===== config.mk =====
export PLATFORM = sky130hd
export DESIGN_NAME = seg_scan_ctrl
export DESIGN_NICKNAME = d
export VERILOG_FILES = /design/src/rtl/seg_scan_pkg.sv /design/src/rtl/seg7_hex_dec.sv /design/src/rtl/seg_scan_ctrl.sv
export SDC_FILE = /design/constraint.sdc
export NUM_CORES = 1
export LEC_CHECK = 0
export ABC_AREA = 1
export BUFFER_PORTS_ARGS = -buffer_cell sky130_fd_sc_hd__buf_2
export CAP_MARGIN = 30
export CORE_MARGIN = 2
export CORE_UTILIZATION = 45
export DETAILED_ROUTE_END_ITERATION = 10
export PLACE_DENSITY = 0.66
export SLEW_MARGIN = 40
export SYNTH_ARGS = -nofsm -noshare
export SYNTH_HDL_FRONTEND = slang
export SYNTH_SLANG_ARGS = --single-unit

===== constraint.sdc =====
create_clock -name clk -period 2.2 [get_ports clk]
set_clock_uncertainty 0.1 [all_clocks]
set_input_delay 0.55 -clock clk [delete_from_list [all_inputs] [get_ports clk]]
set_output_delay 0.55 -clock clk [all_outputs]
set_load 0.05 [all_outputs]

===== src/rtl/seg_scan_pkg.sv =====
// Shared types and constants for the seven-segment scan controller.
package seg_scan_pkg;

   typedef enum logic [1:0] {
      IDLE  = 2'd0,
      BLANK = 2'd1,
      SHOW  = 2'd2
   } state_t;

   // Active-high segment patterns {g,f,e,d,c,b,a}; entry n sits at bits [7n+6:7n].
   localparam logic [16*7-1:0] SEG_TABLE = {
      7'h71, 7'h79, 7'h5E, 7'h39, 7'h7C, 7'h77, 7'h6F, 7'h7F,
      7'h07, 7'h7D, 7'h6D, 7'h66, 7'h4F, 7'h5B, 7'h06, 7'h3F
   };

   localparam logic [6:0] SEG_OFF = 7'h7F;

endpackage


===== src/rtl/seg7_hex_dec.sv =====
// Combinational hex digit to active-high seven-segment pattern.
module seg7_hex_dec
   import seg_scan_pkg::*;
(
   input  logic [3:0] digit,
   output logic [6:0] seg
);

   // Table lookup; glyphs for b and d are lower case to stay distinct from 8 and 0.
   always_comb begin
      seg = SEG_TABLE[int'(digit) * 7 +: 7];
   end

endmodule


===== src/rtl/seg_scan_ctrl.sv =====
// Time-multiplexed common-anode seven-segment scanner with frame-aligned updates.
// Optional build macro SEG_SCAN_LEADING_ZERO_BLANK_EN: suppress digits above the
// most-significant nonzero digit (digit 0 always shown).
//
// state | meaning
// IDLE  | scan disabled, display dark, index/counter held at 0
// BLANK | first BLANK_CYC cycles of a slot, all strobes off
// SHOW  | remainder of the slot, strobe idx driven with its digit
module seg_scan_ctrl
   import seg_scan_pkg::*;
#(
   parameter int NUM_DIGITS = 4,
   parameter int CLK_DIV    = 50000,
   parameter int BLANK_CYC  = 16
) (
   input  logic                    clk,
   input  logic                    rst_n,
   input  logic                    en,
   input  logic                    load,
   input  logic [4*NUM_DIGITS-1:0] data,
   output logic                    ready,
   output logic [6:0]              seg_n,
   output logic [NUM_DIGITS-1:0]   an_n,
   output logic                    frame_done
);

   localparam int IW = (NUM_DIGITS > 1) ? $clog2(NUM_DIGITS) : 1;
   localparam int CW = (CLK_DIV > 1) ? $clog2(CLK_DIV) : 1;
   localparam int DW = 4 * NUM_DIGITS;
   localparam logic [IW-1:0] IDX_LAST   = IW'(NUM_DIGITS - 1);
   localparam logic [CW-1:0] CNT_LAST   = CW'(CLK_DIV - 1);
   localparam logic [CW-1:0] SHOW_START = CW'(BLANK_CYC);

   state_t                state_q, state_d;
   logic [IW-1:0]         idx_q, idx_d;
   logic [CW-1:0]         cnt_q, cnt_d;
   logic [DW-1:0]         active_q, active_d;
   logic [DW-1:0]         pending_q, pending_d;
   logic                  pend_v_q, pend_v_d;
   logic [6:0]            seg_n_q, seg_n_d;
   logic [NUM_DIGITS-1:0] an_n_q, an_n_d;
   logic                  accept;
   logic                  suppress;
   logic [3:0]            digit_sel;
   logic [6:0]            seg_hi;
`ifdef SEG_SCAN_LEADING_ZERO_BLANK_EN
   logic [IW-1:0]         msd;
`endif

   assign ready      = ~pend_v_q;
   assign frame_done = en && (state_q == SHOW) && (idx_q == IDX_LAST) && (cnt_q == CNT_LAST);
   assign seg_n      = seg_n_q;
   assign an_n       = an_n_q;

   // Slot sequencing: the counter runs 0..CLK_DIV-1 per slot, BLANK below BLANK_CYC.
   always_comb begin
      state_d = state_q;
      idx_d   = idx_q;
      cnt_d   = cnt_q;
      if (!en) begin
         state_d = IDLE;
         idx_d   = '0;
         cnt_d   = '0;
      end else begin
         case (state_q)
            IDLE: begin
               state_d = BLANK;
               idx_d   = '0;
               cnt_d   = '0;
            end
            default: begin
               if (cnt_q == CNT_LAST) begin
                  cnt_d   = '0;
                  idx_d   = (idx_q == IDX_LAST) ? '0 : idx_q + 1'b1;
                  state_d = BLANK;
               end else begin
                  cnt_d   = cnt_q + 1'b1;
                  state_d = (cnt_d < SHOW_START) ? BLANK : SHOW;
               end
            end
         endcase
      end
   end

   // Display word handshake: new words only land in active at a frame boundary or while idle.
   always_comb begin
      active_d  = active_q;
      pending_d = pending_q;
      pend_v_d  = pend_v_q;
      accept    = load && !pend_v_q;
      if (state_q == IDLE && pend_v_q) begin
         active_d = pending_q;
         pend_v_d = 1'b0;
      end else if (frame_done) begin
         if (accept) begin
            active_d = data;
         end else if (pend_v_q) begin
            active_d = pending_q;
            pend_v_d = 1'b0;
         end
      end else if (accept) begin
         pending_d = data;
         pend_v_d  = 1'b1;
      end
   end

   assign digit_sel = active_d[{idx_d, 2'b00} +: 4];

   seg7_hex_dec u_dec (
      .digit (digit_sel),
      .seg   (seg_hi)
   );

   // Leading-zero suppression decision for the digit about to be shown.
   always_comb begin
      suppress = 1'b0;
`ifdef SEG_SCAN_LEADING_ZERO_BLANK_EN
      msd = '0;
      for (int k = 1; k < NUM_DIGITS; k++) begin
         if (active_d[4*k +: 4] != 4'h0) msd = IW'(k);
      end
      suppress = (idx_d > msd);
`endif
   end

   // Output drive computed from next-state so strobes move on the same edge as the state.
   always_comb begin
      seg_n_d = SEG_OFF;
      an_n_d  = '1;
      if (state_d == SHOW && !suppress) begin
         an_n_d[idx_d] = 1'b0;
         seg_n_d       = ~seg_hi;
      end
   end

   // State, data and output registers with synchronous active-low reset.
   always_ff @(posedge clk) begin
      if (!rst_n) begin
         state_q   <= en ? BLANK : IDLE;
         idx_q     <= '0;
         cnt_q     <= '0;
         active_q  <= '0;
         pending_q <= '0;
         pend_v_q  <= 1'b0;
         seg_n_q   <= SEG_OFF;
         an_n_q    <= '1;
      end else begin
         state_q   <= state_d;
         idx_q     <= idx_d;
         cnt_q     <= cnt_d;
         active_q  <= active_d;
         pending_q <= pending_d;
         pend_v_q  <= pend_v_d;
         seg_n_q   <= seg_n_d;
         an_n_q    <= an_n_d;
      end
   end

endmodule

# Word-level counts from Yosys, hierarchy flattened
# Cells that the tools add are included.
[totals]
inputBits = 20
wordCells = 61
ff_bits = 64
[op_classes]
n_addsub = 2
order_cmp = 3
bitwise_logic = 7
mux = 19
reduce_logical = 14
n_eq_ne = 5
mul = 1
shifts = 2
[ops]
columns = ["cell", "n"]
rows = [
  ["$shiftx 112x32->7 const A", 1],
  ["$mux 16", 4],
  ["$mux 2", 9],
  ["$add 16x1->16 const B", 1],
  ["$eq 16x16->1 const B", 1],
  ["$lt 16x5->1 const B", 1],
  ["$shiftx 16x5->4", 1],
  ["$mul 4x3->7 const B", 1],
  ["$not 7->7", 1],
  ["$eq 2x2->1 const B", 3],
  ["$logic_and 1x1->1", 6],
  ["$mux 1", 5],
  ["$not 1->1", 5],
  ["$not 4->4", 1],
  ["$reduce_and 2->1", 2],
  ["$reduce_or 4->1", 1],
  ["$lt 2x3->1 const B", 1],
  ["$reduce_and 3->1", 1],
  ["$add 2x1->2 const B", 1],
  ["$demux 1 s2", 1],
  ["$ge 2x1->1 const B", 1],
  ["$logic_not 2->1", 1],
  ["$ne 2x2->1 const B", 1],
  ["$reduce_bool 2->1", 1],
  ["2 further kinds", 2],
]

# Longest topological paths before layout
# Gate-level depths: netlist (run 1).
[logic_depth]
word_depth = 10
ltp_mapped = 18

# Hierarchy
# A second synthesis (run 1) with hierarchy kept.
[unflattened]
cells_unflattened = 601
area_unflattened_um2 = 4033.9
[modules_own_cells]
columns = ["mod", "n_inst", "cells_each", "area_per_inst_um2"]
rows = [
  ["seg_scan_ctrl", 1, 549, 3763.6],
  ["seg7_hex_dec", 1, 52, 270.3],
]

# Worst setup path before layout (run 1)
# Ideal clock, no wire load.
[synth_timing]
kind = "input-to-reg"
startpoint = "input en"
endpoint = "register seg_n_q[5], in the netlist seg_n[5]"
n_path_buf = 0
setup_ns = 0.120
slack_ns = -0.181
stages = 16
arrival_time_ns = 2.161
t_required_ns = 1.980
cell_sequence = "inv_2 > nor3_4 > nand3_1 > clkinv_1 > nand2_1 > nand3_1 > nand2_1 > nand2_1 > nand2_1 > nor2_2 > inv_1 > ha_1 > o21ai_1 > nand2_1 > nand2_1 > nand3_1"
[synth_via]
elab_chain_cells = 9
word_cells_on_any_way = 13
[synth_lines]
columns = ["element", "line_no", "source"]
rows = [
  ["from (decl)", "seg_scan_ctrl.sv:18", "input logic en,"],
  ["$logic_and 1x1->1 (3 in series)", "seg_scan_ctrl.sv:51", "assign frame_done = en && (state_q == SHOW) && (idx_q == IDX_LAST) && (cnt_q == CNT_LAST);"],
  ["$mux 16", "seg_scan_ctrl.sv:94", "end else if (frame_done) begin"],
  ["$mux 16", "seg_scan_ctrl.sv:91", "if (state_q == IDLE && pend_v_q) begin"],
  ["$shiftx 16x5->4", "seg_scan_ctrl.sv:107", "assign digit_sel = active_d[{idx_d, 2'b00} +: 4];"],
  ["$mul 4x3->7", "seg7_hex_dec.sv:11", "seg = SEG_TABLE[int'(digit) * 7 +: 7];"],
  ["$shiftx 112x32->7", "seg7_hex_dec.sv:11", ""],
  ["$not 7->7", "seg_scan_ctrl.sv:132", "seg_n_d = ~seg_hi;"],
  ["to (signal assigned)", "seg_scan_ctrl.sv:154", "seg_n_q <= seg_n_d;"],
  ["to (decl)", "seg_scan_ctrl.sv:40", "logic [6:0] seg_n_q, seg_n_d;"],
]
# Several ways; a longest one is shown, not always the timed one.
# A chain may end at the register's enable or synchronous reset.

# Final worst setup path (run 1)
[layout_timing]
startpoint = "register idx_q[0]"
endpoint = "register seg_n_q[5], in the netlist seg_n[5]"
[layout_via]
elab_chain_cells = 9
word_cells_on_any_way = 14
[layout_lines]
columns = ["element", "line_no", "source"]
rows = [
  ["from (decl)", "seg_scan_ctrl.sv:35", "logic [IW-1:0] idx_q, idx_d;"],
  ["from (signal assigned)", "seg_scan_ctrl.sv:149", "idx_q <= idx_d;"],
  ["$add 2x1->2 / $eq 2x2->1 (equally long branches)", "seg_scan_ctrl.sv:74, seg_scan_ctrl.sv:51", ""],
  ["$mux 2 / $logic_and 1x1->1 (equally long branches)", "seg_scan_ctrl.sv:74, seg_scan_ctrl.sv:51", ""],
  ["$mux 2 / $logic_and 1x1->1 (equally long branches)", "seg_scan_ctrl.sv:72, seg_scan_ctrl.sv:51", ""],
  ["$mux 2 / $mux 16 (equally long branches)", "seg_scan_ctrl.sv:65, seg_scan_ctrl.sv:94", ""],
  ["$mux 2 / $mux 16 (equally long branches)", "seg_scan_ctrl.sv:60, seg_scan_ctrl.sv:91", ""],
  ["$shiftx 16x5->4 (*)", "seg_scan_ctrl.sv:107", ""],
  ["$mul 4x3->7 (*)", "seg7_hex_dec.sv:11", ""],
  ["$shiftx 112x32->7 (*)", "seg7_hex_dec.sv:11", ""],
  ["$not 7->7 (*)", "seg_scan_ctrl.sv:132", ""],
]
# Every way passes the cells marked *; elsewhere a longest branch is shown, timed or not.

==> results of run 1 <==
critical path: cells and delay by family, from the launching register on:
kind                     cells  cell delay [ns]
flip-flops                   1             0.36
adder cells (fa/ha/maj)      2             0.27
buffers and inverters        4             0.46
AND/OR/NAND/NOR             12             1.14
final cells by class:
| class | count | share of cell area (%) |
|---|---|---|
| Clock buffer | 9 | 2.320 |
| Inverter | 64 | 4.992 |
| Tap cell | 102 | 2.390 |
| Clock inverter | 7 | 1.359 |
| Timing Repair Buffer | 140 | 19.26 |
| Multi-Input combinational cell | 411 | 45.47 |
| Sequential cell | 64 | 24.21 |
flip-flops by register name (all words and copies together) (netlist names):
| register | flops |
|---|---|
| cnt_q | 16 |
| state_q | 2 |
| seg_n | 7 |
| an_n | 4 |
| pending_q | 16 |
| pend_v_q | 1 |
| active_q | 16 |
| idx_q | 2 |
worst max-delay path by stage:
stage	from	endpoint	slack (ns)
after floorplan	en	seg_n[5]	-0.03
after global placement	load	seg_n[3]	-0.32
after detailed placement	en	seg_n[5]	-0.34
after CTS	idx_q[0]	seg_n[6]	-0.08
after global routing	idx_q[0]	seg_n[3]	-0.39
final	idx_q[0]	seg_n[5]	-0.23
report_power, final:
group | leakage [uW] | switching, uW | total (uW) | internal (uW)
combinational | 0.00179 | 213 | 367 | 154
clock | 0.0000952 | 500 | 1020 | 522
sequential | 0.000525 | 27.6 | 1220 | 1190
metal layers:
layer / track usage, % / vias up
met3: 5.217 / 34
met5: 0 / -
li1: - / 2032
met1: 30.17 / 1890
met4: 9.783 / 0
met2: 39.76 / 148
synth_stat cells, drive strengths merged (6+ instances only):
cell and instances:
a21oi 29, buf 6, clkbuf 8, dfxtp 64
ha 8, inv 61, nand2 182, nand3 55
nor2 80, nor3 10, o21ai 14, xor2 10
cell families (layout without fill, tap and decap cells):
kind of cell	after synthesis	count (layout)	synth area share, %
buffers and inverters	78	220	8.681
adder cells (fa/ha/maj)	8	8	2.756
AND/OR/NAND/NOR	337	339	42.71
flip-flops	64	64	35.27
AO/OA/AOI/OAI	53	53	7.923
XOR/XNOR	11	11	2.652
metrics by stage:
| stage | std cells | total power (uW) | utilization (%) | setup WS [ns] | area (um^2) |
|---|---|---|---|---|---|
| after global placement | 747 | 1543 | 58.17 | -0.3179 | 4518 |
| after CTS | 781 | 2572 | 63.66 | -0.08121 | 4945 |
| after detailed placement | 747 | 1548 | 58.17 | -0.3356 | 4518 |
| final | 797 | 2607 | 68.73 | -0.2347 | 5339 |
| after global routing | 797 | 2727 | 68.73 | -0.3872 | 5339 |
| after floorplan | 551 | 1421 | - | -0.02698 | 3740 |
what timing repair did:
action                                  CTS  global route
gates resized for setup                  29            64
pin swaps                                23            25
hold buffers                              0             0
buffers inserted                         17            15
endpoints found under the hold margin     0             0
endpoints found under the setup margin   13            18
gates cloned                              1             2
==> results.yml, run 1 <==
run_status:
  status: "complete, but fails checks"
  failed_checks: "setup timing"
clock_tree:
  clock_latency_ns: 0.35
  clkSlewWorstSetupHoldPaths_ns: 0.08
  cts.sinks: 64
  cts-root-buf: "clkbuf_8"
  clockBufferDepth: 2
  cts_tree: "done"
  htreeDepth: 3
  numCtsBuffers: 9
timing:
  fin_ws_ns: -0.2347
  fmax_mhz: 410.7
  min_period_over_period_pct: 110.7
  slew_viol_final: 0
  holdWs_ns: 0.3549
  maxSlewHeadroom_pct: 75.09
  worstMarginPinSlew_ns: 0.3733
  fin_setup_tns_ns: -1.710
  hold_violations: 0
  fin_crit_ns: 2.435
  setup_viol: 9
  rsz0062_at_grt: "yes"
placement:
  dp_hpwl_um: 7199
  numPortBuffers: 32
  place.gp.congestion: 0.8807
setup_path:
  arrival_ns: 2.58
  cp_common_cell: "nand2_1"
  reg2reg_to: "seg_n[5]"
  path_cells: "ha_4 > nand2_4 > nor3_4 > buf_6 > buf_6 > nand3b_1 > nand3_2 > nand2_1 > nand2_1 > nand2_2 > nor2_4 > buf_4 > ha_4 > inv_1 > nand2_1 > nand2_1 > nand2_1 > nand3_2"
  startpoint_type: "register"
  critical_path_class: "register to register"
  rr_worst_depth: 18
  slowest_delay_ns: 0.36
  cpMaxStageDelayCell: "dfxtp_2"
  crit_path_max_fanout: 5
  rr_startpoint: "idx_q[0]"
  cp.required_ns: 2.35
  cp-end-kind: "register"
  r2r_setup_slack_ns: -0.23
logic_synthesis:
  synth-seq-area-share_pct: 35.27
  yosys_most_used_dff: "dfxtp_1"
  synthDistinctLibCells: 36
  syn_avg_cell_area_um2: 6.592
  synth_area_um2: 3632
  syn_nets: 579
  synth_top_area_share_pct: 35.27
  synth_top_area_cell: "dfxtp_1"
  synth_seq_cells: 64
  synth_edf_count: 0
  yosysWarnings: 0
  netlist_top_cells_area: "dfxtp_1 35%, nand2_1 17%, nor2_1 7.1%"
  syn_inst: 551
  synth-async-reset-ratio_pct: 0
pwr:
  p_leak_uw: 0.002409
  irDropWorstVdd_mv: 0.3089
  cellPowerDensity_nw_per_um2: 488.4
grt:
  first_global_vias: 3807
  grt_overflow: 0
  grt_usage_pct: 23.99
  grt_pass1_wl_um: 16730
  antenna_found_initial: 0
  grt_max_degree: 31
die:
  core_um2: 7767
  die_height_um: 93.84
  ios: 33
  die_x_um: 93.84
  fp-row-count: 32
  die_area_um2: 8806
  start_util_pct: 46.76
detailed_routing:
  drtIter0Drc: 196
  ant_nets: 0
  route.met3.wl_um: 689
  remaining_drc_errors: 0
  vias_per_cell: 5.149
  met1_length_um: 4689
  firstDrtPassIters: 5
  routed.top_layer: "met4"
  finalWirelength_um: 11110
  vias: 4104
  wl_met2_um: 5416
  wire_per_inst_um: 13.94
worst_hold_path:
  whs_endpoint: "pending_q[5]"
  hold_path_startpoint: "data[5]"
  holdPathStages: 3
  hp-class: "input port to register"
layout:
  syn2layout_area_growth_pct: 46.99
  antenna_cells: 0
  drive_gt1_share_pct: 39.86
  layout.nets: 718
  final_common_cell: "nand2_1"
  filler_cell_count: 629
  regArea_um2: 1292
  mostFrequentLayoutCells: "144 x nand2_1, 100 x buf_4, 62 x nor2_1"
  multiInputGateArea_um2: 2427
flow_run:
  drv_cap: 0
Power figures use the tool's default switching activity.
==> inputs of run 2 (changes only) <==
- REMOVE_ABC_BUFFERS: default -> 1
==> run 2 against run 1 <==
  * Largest power group unchanged
  * Non-clock buffer count decreased by 14
  * Critical path type unchanged
  * Global-route usage up 0.090 points
  * Highest routed layer unchanged
  * Routed wire length decreased by 6.4%
  * Critical path depth decreased by 2
  * Via count fell by 5.1%
  * The run still ends with setup timing left
  * Flip-flop and latch count unchanged
  * Clock power is 9.8% lower
==> results.yml, run 2 (synthesized netlist as in run 1, its figures left out) <==
run_status:
  status: "complete, but fails checks"
  failed_checks: "setup timing"
setup_path:
  rr_startpoint: "cnt_q[0]"
  cpMaxStageDelayCell: "dfxtp_2"
  path_cells: "ha_4 > nand3_4 > buf_12 > nor2_4 > nand3b_1 > nand3_4 > nor2b_4 > nand2_2 > nand2_4 > nor2_4 > buf_4 > ha_4 > inv_2 > nor2_2 > a21oi_2 > nand2_1"
  slowest_delay_ns: 0.35
  arrival_ns: 2.56
  reg2reg_to: "seg_n[6]"
  cp-end-kind: "register"
  rr_worst_depth: 16
  cp.required_ns: 2.35
  startpoint_type: "register"
  crit_path_max_fanout: 5
  critical_path_class: "register to register"
  r2r_setup_slack_ns: -0.21
clock_tree:
  clock_latency_ns: 0.35
  clkSlewWorstSetupHoldPaths_ns: 0.07
  htreeDepth: 3
  cts.sinks: 64
  cts-root-buf: "clkbuf_8"
  ctsHoldBuffers: 0
  numCtsBuffers: 9
  cts_tree: "done"
  clockBufferDepth: 2
timing:
  fmax_mhz: 415.1
  maxSlewHeadroom_pct: 65.48
  worstMarginPinSlew_ns: 0.5139
  rsz0062_at_grt: "yes"
  min_period_over_period_pct: 109.5
  fin_ws_ns: -0.2093
  hold_violations: 0
  slew_viol_final: 0
  setup_viol: 13
  fin_crit_ns: 2.409
  fin_setup_tns_ns: -1.394
flow_run:
  drv_cap: 0
layout:
  final_common_cell: "nand2_1"
  design_area_um2: 5195
  mostFrequentLayoutCells: "150 x nand2_1, 87 x buf_4, 61 x nor2_1"
  filler_cell_count: 673
  layout.nets: 703
  top_regs: "active_q (16), cnt_q (16), pending_q (16)"
  antenna_cells: 0
  syn2layout_area_growth_pct: 43.02
  drive_gt1_share_pct: 38.00
placement:
  place.gp.congestion: 0.9269
  dp_hpwl_um: 7268
  pre_cts_ws_ns: -0.4269
  postPlaceCellArea_um2: 4474
  numPortBuffers: 32
worst_hold_path:
  holdPathStages: 3
  hp-class: "input port to register"
  whs_endpoint: "pending_q[13]"
  hold_path_startpoint: "data[13]"
detailed_routing:
  drtIter0Drc: 170
  vias: 3893
  remaining_drc_errors: 0
  wire_per_inst_um: 13.31
  firstDrtPassIters: 4
  finalWirelength_um: 10400
  vias_per_cell: 4.985
  ant_nets: 0
die:
  core_um2: 7767
  fp-row-count: 32
  start_util_pct: 46.76
  ios: 33
  die_height_um: 93.84
  die_area_um2: 8806
  die_x_um: 93.84
grt:
  grt_overflow: 0
  antenna_found_initial: 0
  first_global_vias: 3604
  grt_pass1_wl_um: 16820
  grt_usage_pct: 24.08
  grt_max_degree: 31
pwr:
  power_uw: 2474
  irDropWorstVdd_mv: 0.3304
  cellPowerDensity_nw_per_um2: 476.2
  switchingPower_uw: 682.2
  p_comb_share_pct: 13.6
  p_int_uw: 1792
  seqPwrFrac_pct: 49.2
  p_sw_share_pct: 27.57
  p_clk_share_pct: 37.2
  p_leak_uw: 0.002348
-- run 2: changes by cell type in the layout (fill, tap and decap cells not counted), moves of 4 or more --
cell | before | now
nand2_1 | 144 | 150
nor2_4 | 14 | 10
nor2_2 | 5 | 10
buf_4 | 100 | 87
nand2_2 | 31 | 23
-- run 2: layout make-up --
cell class	instances	area (um^2)	area share (%)
Multi-Input combinational cell	410	2435	46.87
Sequential cell	64	1287	24.78
Timing Repair Buffer	126	914.6	17.61
Inverter	64	257.7	4.961
Clock buffer	12	155.1	2.987
Tap cell	102	127.6	2.457
Clock inverter	3	17.52	0.3372
-- run 2: metrics by stage --
stage          cells  hold slack (ns)  utilization, %
2_1_floorplan    537           0.3409               -
3_3_place_gp     753           0.3576           57.60
3_5_place_dp     753           0.3648           57.60
4_1_cts          775           0.3494           63.16
5_1_grt          781           0.3683           66.88
6_report         781           0.3596           66.88
-- run 2: timing repair --
item | 4_1_cts | 5_1_grt
endpoints found under the hold margin | 0 | 0
endpoints found under the setup margin | 27 | 28
pin swaps | 22 | 41
buffers inserted | 7 | 6
cloned | 1 | 0
gates resized for setup | 51 | 63
-- run 2: metal layers --
metal	track usage, %	vias to the layer above	wire length [um]
met1	32.41	1785	4799
met3	3.772	13	476
met5	0	-	0
li1	-	1993	-
met2	39.29	102	4969
met4	8.092	0	150
-- run 2: worst max path at each step --
stage,to,cells past startpoint,startpoint
CTS,frame_done,7,idx_q[0]
global placement,seg_n[5],17,en
finish,seg_n[6],16,cnt_q[0]
detailed placement,seg_n[4],16,en
floorplan,seg_n[5],14,pend_v_q
global route,seg_n[5],19,cnt_q[0]
-- run 2: power by group through the flow --
stage,registers (uW),logic [uW],clock network [uW]
2_1_floorplan,1240,167,0
4_1_cts,1220,314,931
5_1_grt,1220,372,976
3_3_place_gp,1240,296,0
6_report,1220,337,920
3_5_place_dp,1240,300,0
-- run 2: critical path: cells and delay by family (launching register included) --
family,cells,cell delay [ns]
buf+inv,3,0.33
simple gates,10,1.10
flops,1,0.35
compound gates,1,0.12
fa+ha+maj,2,0.30
==> inputs of run 3 (changes only) <==
- CORE_UTILIZATION: 45 -> 54
- PLACE_DENSITY: 0.66 -> 0.76
==> run 3 against run 2 <==
  * Register-to-register slack got worse by 0.18 ns
  * Critical path type unchanged
  * Total power increased by 8.9%
  * Sequential power about the same
  * Clock power is 17% higher
  * Global-route usage grew 9.5 points
  * Highest routed layer unchanged
  * Hold slack got worse by 0.0087 ns
  * Largest cell class unchanged
  * The flow still finishes with violations (setup timing)
==> results.yml, run 3 (synthesized netlist as in run 1, its figures left out) <==
setup_path:
  arrival_ns: 2.75
  startpoint_type: "register"
  reg2reg_to: "seg_n[6]"
  critical_path_class: "register to register"
  cp-end-kind: "register"
  rr_worst_depth: 18
  rr_startpoint: "idx_q[0]"
  crit_path_max_fanout: 4
  r2r_setup_slack_ns: -0.39
  cp.required_ns: 2.36
layout:
  syn2layout_area_growth_pct: 51.67
  final_common_cell: "nand2_1"
  drive_gt1_share_pct: 44.10
  mostFrequentLayoutCells: "130 x nand2_1, 104 x buf_4, 63 x nor2_1"
  layout.nets: 726
  regArea_um2: 1294
  antenna_cells: 0
  multiInputGateArea_um2: 2547
  filler_cell_count: 321
  fin_util_pct: 85.78
  top_regs: "active_q (16), cnt_q (16), pending_q (16)"
placement:
  place.gp.congestion: 0.8881
  numPortBuffers: 32
  dp_hpwl_um: 7211
die:
  ios: 33
  die_x_um: 86.02
  core_um2: 6422
  start_util_pct: 56.56
  die_area_um2: 7399
  die_height_um: 86.02
  fp-row-count: 29
grt:
  first_global_vias: 4200
  grt_pass1_wl_um: 19400
  grt_overflow: 0
  grt_max_degree: 31
  grt_usage_pct: 33.55
  antenna_found_initial: 0
detailed_routing:
  drtIter0Drc: 538
  remaining_drc_errors: 0
  vias: 4651
  ant_nets: 0
  finalWirelength_um: 15190
  firstDrtPassIters: 5
  wire_per_inst_um: 19.48
  vias_per_cell: 5.963
timing:
  worstMarginPinSlew_ns: 0.3908
  fmax_mhz: 386.6
  maxSlewHeadroom_pct: 73.74
  rsz0062_at_grt: "yes"
  fin_crit_ns: 2.586
  min_period_over_period_pct: 117.6
  setup_viol: 33
  fin_setup_tns_ns: -3.533
  fin_ws_ns: -0.3864
  slew_viol_final: 0
  hold_violations: 0
  holdWs_ns: 0.3509
clock_tree:
  htreeDepth: 3
  cts_tree: "done"
  cts-root-buf: "clkbuf_8"
  clock_latency_ns: 0.36
  clockBufferDepth: 2
  numCtsBuffers: 9
  ctsHoldBuffers: 0
  cts.sinks: 64
  clkSlewWorstSetupHoldPaths_ns: 0.08
pwr:
  power_uw: 2694
  cellPowerDensity_nw_per_um2: 489.0
  p_leak_uw: 0.002457
  irDropWorstVdd_mv: 0.4128
flow_run:
  drv_cap: 0
run_status:
  failed_checks: "setup timing"
  status: "complete, but fails checks"
worst_hold_path:
  hp-class: "input port to register"
  whs_endpoint: "pending_q[12]"
  hold_path_startpoint: "data[12]"
  holdPathStages: 3
-- run 3: cell types whose count changed in the layout (fill, tap and decap cells not counted), moves of 3 or more --
cell,previous run,this run
nand2_2,23,42
nand2_1,150,130
nor2_2,10,6
nand3_2,12,21
nand3_1,37,26
buf_6,5,11
inv_4,2,5
buf_4,87,104
-- run 3: worst max-delay path by stage --
stage                         from  cells after the start  slack [ns]    endpoint
after floorplan           pend_v_q                     14       -0.49    seg_n[5]
after global placement          en                     18       -0.31    seg_n[5]
after detailed placement        en                     18       -0.38    seg_n[3]
after CTS                 cnt_q[7]                      8       -0.09  frame_done
after global routing      idx_q[0]                     18       -0.47    seg_n[0]
final                     idx_q[0]                     18       -0.39    seg_n[6]
-- run 3: worst max-delay path: stages (launching register included) --
cell     delay (ns)
dfxtp_2        0.40
ha_4           0.18
nand2_4        0.05
nor3_4         0.21
nand3_4        0.13
buf_6          0.15
buf_4          0.15
nand2_2        0.07
nand3_2        0.12
nand2_2        0.12
nand2_2        0.07
nand2_4        0.08
nor2_4         0.06
buf_4          0.14
ha_4           0.15
inv_2          0.05
nor2_1         0.04
a21oi_1        0.17
nand2_1        0.07
-- run 3: timing repair --
item                                    in CTS  in global routing
gates resized for setup                     85                 72
endpoints found under the setup margin      29                 44
pin swaps                                   39                 52
buffers inserted                            24                 17
gates cloned                                 2                  0
-- run 3: power by group --
group	switching, uW	leakage, uW	internal [uW]	total, uW
logic	243	0.00183	153	396
registers	31.2	0.000524	1190	1220
clock network	493	0.000103	583	1080
-- run 3: through the flow --
step	cell area, um^2	worst slack (ns)	instances
2_1_floorplan	3558	-0.4878	537
3_3_place_gp	4423	-0.3100	727
3_5_place_dp	4423	-0.3794	727
4_1_cts	5150	-0.09028	767
5_1_grt	5509	-0.4714	780
6_report	5509	-0.3864	780
-- run 3: cell type report --
cell class	count	share of cell area, %
clock buffers	13	2.884
multi-input cells	410	46.24
inverters	64	4.679
flip-flops and latches	64	23.48
clock inverters	3	0.7268
well taps	77	1.749
repair buffers	149	20.24
-- run 3: per-layer routing --
metal | routed length (um) | GRT usage (%)
met4 | 1279 | 17.89
met3 | 1522 | 7.700
met1 | 5486 | 40.51
met5 | 0 | 0
met2 | 6903 | 55.25
